<file path="config.mk">
export PLATFORM = sky130hd
export DESIGN_NAME = bg_tile_renderer
export DESIGN_NICKNAME = d
export VERILOG_FILES = /design/src/rtl/render_pkg.sv /design/src/rtl/sync_delay.sv /design/src/rtl/bg_tile_renderer.sv
export SDC_FILE = /design/constraint.sdc
export NUM_CORES = 1
export LEC_CHECK = 0
export CORE_UTILIZATION = 29
export DETAILED_ROUTE_END_ITERATION = 10
export SYNTH_ARGS = -nofsm -noshare
export SYNTH_HDL_FRONTEND = slang
export SYNTH_HIERARCHICAL = 1
export SYNTH_SLANG_ARGS = --single-unit
</file>
<file path="constraint.sdc">
create_clock -name pixel_clk -period 1.78 [get_ports pixel_clk]
set_input_delay 0.356 -clock pixel_clk [delete_from_list [all_inputs] [get_ports pixel_clk]]
set_output_delay 0.356 -clock pixel_clk [all_outputs]
set_load 0.03 [all_outputs]
</file>
<file path="src/rtl/render_pkg.sv">
// rtl/render_pkg.sv - shared constants, palette and colour type for the background renderer
`timescale 1ns/1ps
package render_pkg;

  localparam int TILE_PX  = 16;
  localparam int PIPE_LAT = 5;

  localparam logic [11:0] SKY_RGB = 12'h6AF;

  // Entry 0 is never displayed: index 0 is transparent and shows the sky.
  localparam logic [11:0] PALETTE [16] = '{
    12'h000, 12'hFFF, 12'hF00, 12'h0F0,
    12'h00F, 12'hFF0, 12'h0FF, 12'hF0F,
    12'h888, 12'h444, 12'hC60, 12'h6C0,
    12'h06C, 12'hC06, 12'h963, 12'h369
  };

  typedef struct packed {
    logic [3:0] r;
    logic [3:0] g;
    logic [3:0] b;
  } rgb_t;

  function automatic rgb_t palette_lookup(input logic [3:0] idx);
    rgb_t c;
    c = (idx == 4'd0) ? SKY_RGB : PALETTE[idx];
    return c;
  endfunction

endpackage

</file>
<file path="src/rtl/sync_delay.sv">
// rtl/sync_delay.sv - fixed-depth shift register that keeps sync/blank aligned with pixel data
`timescale 1ns/1ps
module sync_delay #(
  parameter int               WIDTH     = 1,
  parameter int               DEPTH     = 1,
  parameter logic [WIDTH-1:0] RESET_VAL = '0
) (
  input  logic             pixel_clk,
  input  logic             reset_n,
  input  logic [WIDTH-1:0] d,
  output logic [WIDTH-1:0] q
);

  logic [WIDTH-1:0] taps [DEPTH];

  always_ff @(posedge pixel_clk or negedge reset_n) begin
    if (!reset_n) begin
      for (int i = 0; i < DEPTH; i++) taps[i] <= RESET_VAL;
    end else begin
      taps[0] <= d;
      for (int i = 1; i < DEPTH; i++) taps[i] <= taps[i-1];
    end
  end

  assign q = taps[DEPTH-1];

endmodule

</file>
<file path="src/rtl/bg_tile_renderer.sv">
// rtl/bg_tile_renderer.sv - scrolling tile background: map ROM, pixel ROM, palette, 5-clock pipeline
`timescale 1ns/1ps
module bg_tile_renderer
  import render_pkg::*;
#(
  parameter int MAP_W_TILES = 256,
  parameter int MAP_H_TILES = 30
) (
  input  logic        pixel_clk,
  input  logic        reset_n,
  input  logic        hs_in,
  input  logic        vs_in,
  input  logic        blank_in,
  input  logic [9:0]  drawX,
  input  logic [9:0]  drawY,
  input  logic [11:0] scroll_x,
  input  logic        scroll_valid,
  output logic [12:0] map_addr,
  input  logic [7:0]  map_data,
  output logic [15:0] tile_addr,
  input  logic [3:0]  tile_data,
  output logic [3:0]  red,
  output logic [3:0]  green,
  output logic [3:0]  blue,
  output logic        hs_out,
  output logic        vs_out,
  output logic        blank_out,
  output logic        frame_start
);

  localparam int       PX_BITS  = $clog2(TILE_PX);
  localparam int       COL_BITS = $clog2(MAP_W_TILES);
  localparam int       ROW_BITS = $clog2(MAP_H_TILES);
  localparam logic [7:0] COL_MASK = 8'(MAP_W_TILES - 1);

  logic [11:0] scroll_active;
  logic [11:0] scroll_pending;
  logic        pending;
  logic        vs_d;
  logic        frame_edge;

  // Frame boundary is the falling edge of vsync.
  assign frame_edge = vs_d & ~vs_in;

  always_ff @(posedge pixel_clk or negedge reset_n) begin
    if (!reset_n) begin
      vs_d           <= 1'b1;
      scroll_active  <= '0;
      scroll_pending <= '0;
      pending        <= 1'b0;
      frame_start    <= 1'b0;
    end else begin
      vs_d <= vs_in;
      if (frame_edge) begin
        // A strobe landing on the boundary wins over anything queued.
        if (scroll_valid)
          scroll_active <= scroll_x;
        else if (pending)
          scroll_active <= scroll_pending;
        pending     <= 1'b0;
        frame_start <= 1'b1;
      end else begin
        frame_start <= 1'b0;
        if (scroll_valid) begin
          scroll_pending <= scroll_x;
          pending        <= 1'b1;
        end
      end
    end
  end

  logic [11:0]         world_x;
  logic [7:0]          tile_col;
  logic [ROW_BITS-1:0] tile_row;
  logic [12:0]         map_addr_next;

  assign world_x       = 12'({2'b00, drawX}) + scroll_active;
  assign tile_col      = world_x[11:PX_BITS] & COL_MASK;
  assign tile_row      = drawY[PX_BITS +: ROW_BITS];
  assign map_addr_next = (13'(tile_row) << COL_BITS) | 13'(tile_col);

  logic unused_draw_y;
  assign unused_draw_y = &{1'b0, drawY[9]};

  logic [3:0] px1, py1, px2, py2;
  logic [3:0] blank_pipe;
  rgb_t       rgb_q;

  always_ff @(posedge pixel_clk or negedge reset_n) begin
    if (!reset_n) begin
      map_addr   <= '0;
      tile_addr  <= '0;
      px1        <= '0;
      py1        <= '0;
      px2        <= '0;
      py2        <= '0;
      blank_pipe <= '0;
      rgb_q      <= '0;
    end else begin
      map_addr   <= map_addr_next;
      px1        <= world_x[3:0];
      py1        <= drawY[3:0];
      px2        <= px1;
      py2        <= py1;
      tile_addr  <= {map_data, py2, px2};
      blank_pipe <= {blank_pipe[2:0], blank_in};
      rgb_q      <= blank_pipe[3] ? palette_lookup(tile_data) : '0;
    end
  end

  assign red   = rgb_q.r;
  assign green = rgb_q.g;
  assign blue  = rgb_q.b;

  sync_delay #(
    .WIDTH    (3),
    .DEPTH    (PIPE_LAT),
    .RESET_VAL(3'b110)
  ) u_sync_delay (
    .pixel_clk(pixel_clk),
    .reset_n  (reset_n),
    .d        ({hs_in, vs_in, blank_in}),
    .q        ({hs_out, vs_out, blank_out})
  );

endmodule

</file>
==> metrics.txt <==
Cell variety after synth 38; Sw Ratio 0.282; Worst Setup End Kind register; deepest clock path buffer count 2; fillers 1180; CTS tree done; # diodes 0; fin area 5590 um^2; hold path start px2[1]; final wirelength 7.19 mm; Placed Area 5220 um^2; Slew Limit Fails 0; Mapped Area 3860 um^2; syn nets 348; vias per cell 4.29; drt wl/cell 12.3 um; crit-path max FO 3; Logic pwr share 0.264; clock share of power 0.302; Post-synth EDFFs 0; Setup Buffers After CTS 0; worst hold-check path type reg -> reg; WS Path Type in -> reg; # clock sinks 103; largest net degree at the start of global routing 38; Core Region 12800 um^2; Clock transition at path regs 60 ps; root buf cell clkbuf_16; period utilization 0.976; Worst EP required 2050 ps; R2R cell count 5; Placer Congestion 0.793; post-route ant nets 0; Synth Register Bits 103; share of layout cells above drive strength 1 0.179; area grow syn2layout 45.0%; Final #Nets 473; commonest non-fill, non-tap cell in the layout dfrtp_1; 1st-iter DRT viols 74; Initial Util 0.302; final hold vios 0; Mapped Cells 283; Reg power frac 0.434; first-pass GRT wire length 12.1 mm; Pwr per Cell Area 1170 nW/um^2; Die X 117 um; DIE AREA 13800 um^2; grt ovf 0; ys async rst share 1.00; Setup WS post-layout 43.1 ps; Syn Area/Cell 13.6 um^2; hold depth 0; number of global-route vias before repair 2619; P_sw 0.00185 W; worst slack at placement -477 ps; worst r2r dst map_addr[7]; Ys Warns 6; clock skew 5.00 ps; worst skew pair latency 340 ps; total CTS buffers 9; initial antenna violation count 0; CP startpoint kind input port; ys flop type dfrtp_1; total track usage 0.113; final setup violation count 0; Seq/Total Area, Yosys 0.672; Detailed Routing Iterations Pass 1 4; via count 2507; Setup TNS Final 0 ps; post-DP HPWL 5.24 mm; Worst-Margin Slew 469 ps; most frequent cells in the layout dfrtp_1, clkdlybuf4s50_1, buf_4; Final min period 1740 ps; VDD IR-drop max 0.000581 V; die height 117 um; crit path DAT 2000 ps; num ports 95; maxcap violations 0; Worst R2R Start scroll_active[2]; Hold Path Sink tile_addr[1]; post-route DRC violation count 0; FF-to-FF setup slack 150 ps; fmax 0.576 GHz; num rows 41; outcome completed; internal power 0.00471 W; leak pwr 2.42 nW; Slew headroom 0.686; input/output buffers 93; power consumption 0.00656 W; H-tree levels 3
==> worst max-delay path: stages <==
cell and delay, ps:
clkdlybuf4s50_1 500, ha_2 310, o211ai_1 240, o211ai_2 160
a41oi_2 280, xnor2_1 140
==> metrics by stage <==
stage / std cells / util / hold WS (ps)
final: 585 / 0.438 / 342
after global routing: 585 / 0.438 / 352
after CTS: 585 / 0.434 / 344
after detailed placement: 568 / 0.409 / 288
after global placement: 568 / 0.409 / 282
after floorplan: 283 / - / 60.4
==> synth_stat cells (2+ instances only) <==
cell / count / area [um^2]
dfrtp_1: 92 / 2300
a21oi_1: 26 / 130
nor2_1: 23 / 86.3
ha_1: 14 / 175
mux2i_1: 13 / 130
dfstp_2: 11 / 289
mux2_1: 10 / 113
nand2_1: 10 / 37.5
xnor2_1: 9 / 78.8
inv_1: 8 / 30.0
buf_2: 7 / 35.0
buf_4: 6 / 45.0
nor2b_1: 6 / 37.5
nor3_1: 6 / 30.0
nand3_1: 4 / 20.0
o211ai_1: 4 / 30.0
o21ai_1: 4 / 20.0
nand2b_1: 3 / 18.8
a21boi_1: 2 / 15.0
a21oi_2: 2 / 17.5
a31oi_1: 2 / 12.5
mux2_2: 2 / 22.5
o21a_1: 2 / 15.0
o21ai_0: 2 / 10.0
o311a_1: 2 / 20.0
==> cells by family (layout without fill, tap and decap cells) <==
| family | Yosys count | in the layout | share of synthesized area |
|---|---|---|---|
| flip-flops | 103 | 103 | 0.672 |
| AND/OR/NAND/NOR | 55 | 55 | 0.0652 |
| AO/OA/AOI/OAI | 53 | 53 | 0.0915 |
| multiplexers | 25 | 25 | 0.0688 |
| buffers and inverters | 22 | 152 | 0.0295 |
| adder cells (fa/ha/maj) | 15 | 15 | 0.0506 |
| XOR/XNOR | 10 | 10 | 0.0227 |
==> power groups by stage <==
stage	Combinational, W	Sequential [W]	Clock, W
floorplan	0.000582	0.00320	0
global placement	0.00167	0.00289	0
detailed placement	0.00170	0.00290	0
CTS	0.00171	0.00286	0.00207
global route	0.00187	0.00289	0.00216
finish	0.00174	0.00285	0.00198
==> layout make-up <==
cell class,instances,area [um^2],area share
Tap cell,172,215,0.0385
Clock inverter,2,38.8,0.00694
Sequential cell,103,2590,0.463
Inverter,8,30.0,0.00537
Timing Repair Buffer,128,1250,0.223
Multi-Input combinational cell,158,1210,0.216
Clock buffer,14,264,0.0472
==> repair_timing <==
item / in CTS / in global routing
hold endpoints to repair: 20 / 0
hold buffers: 1 / 0
pin swaps: 2 / 4
endpoints found under the setup margin: 7 / 6
resized for setup: 4 / 9
==> worst max-delay path by stage <==
stage / startpoint / end / cells after the start
6_report: drawX[2] / map_addr[7] / 6
3_3_place_gp: drawX[0] / map_addr[6] / 7
4_1_cts: tile_addr[2] / tile_addr[2] / 1
5_1_grt: drawX[2] / map_addr[7] / 6
2_1_floorplan: drawX[0] / map_addr[6] / 6
3_5_place_dp: drawX[0] / map_addr[6] / 7
==> routing by layer <==
layer | wire length, um | vias to the layer above | track usage
li1 | - | 1208 | -
met1 | 2990 | 1204 | 0.130
met4 | 180 | 0 | 0.0649
met2 | 3640 | 81 | 0.189
met3 | 383 | 14 | 0.0331
met5 | 0 | - | 0
==> registers in the layout (all words and copies together) (netlist names), 3 cells and up <==
signal,count
tile_addr,16
u_sync_delay/taps,12
green,4
red,4
map_addr,13
blue,4
u_sync_delay/q,3
px2,4
scroll_pending,12
scroll_active,12
py2,4
blank_pipe,4
px1,4
py1,4
No activity file was read; power rests on OpenSTA's default activity.
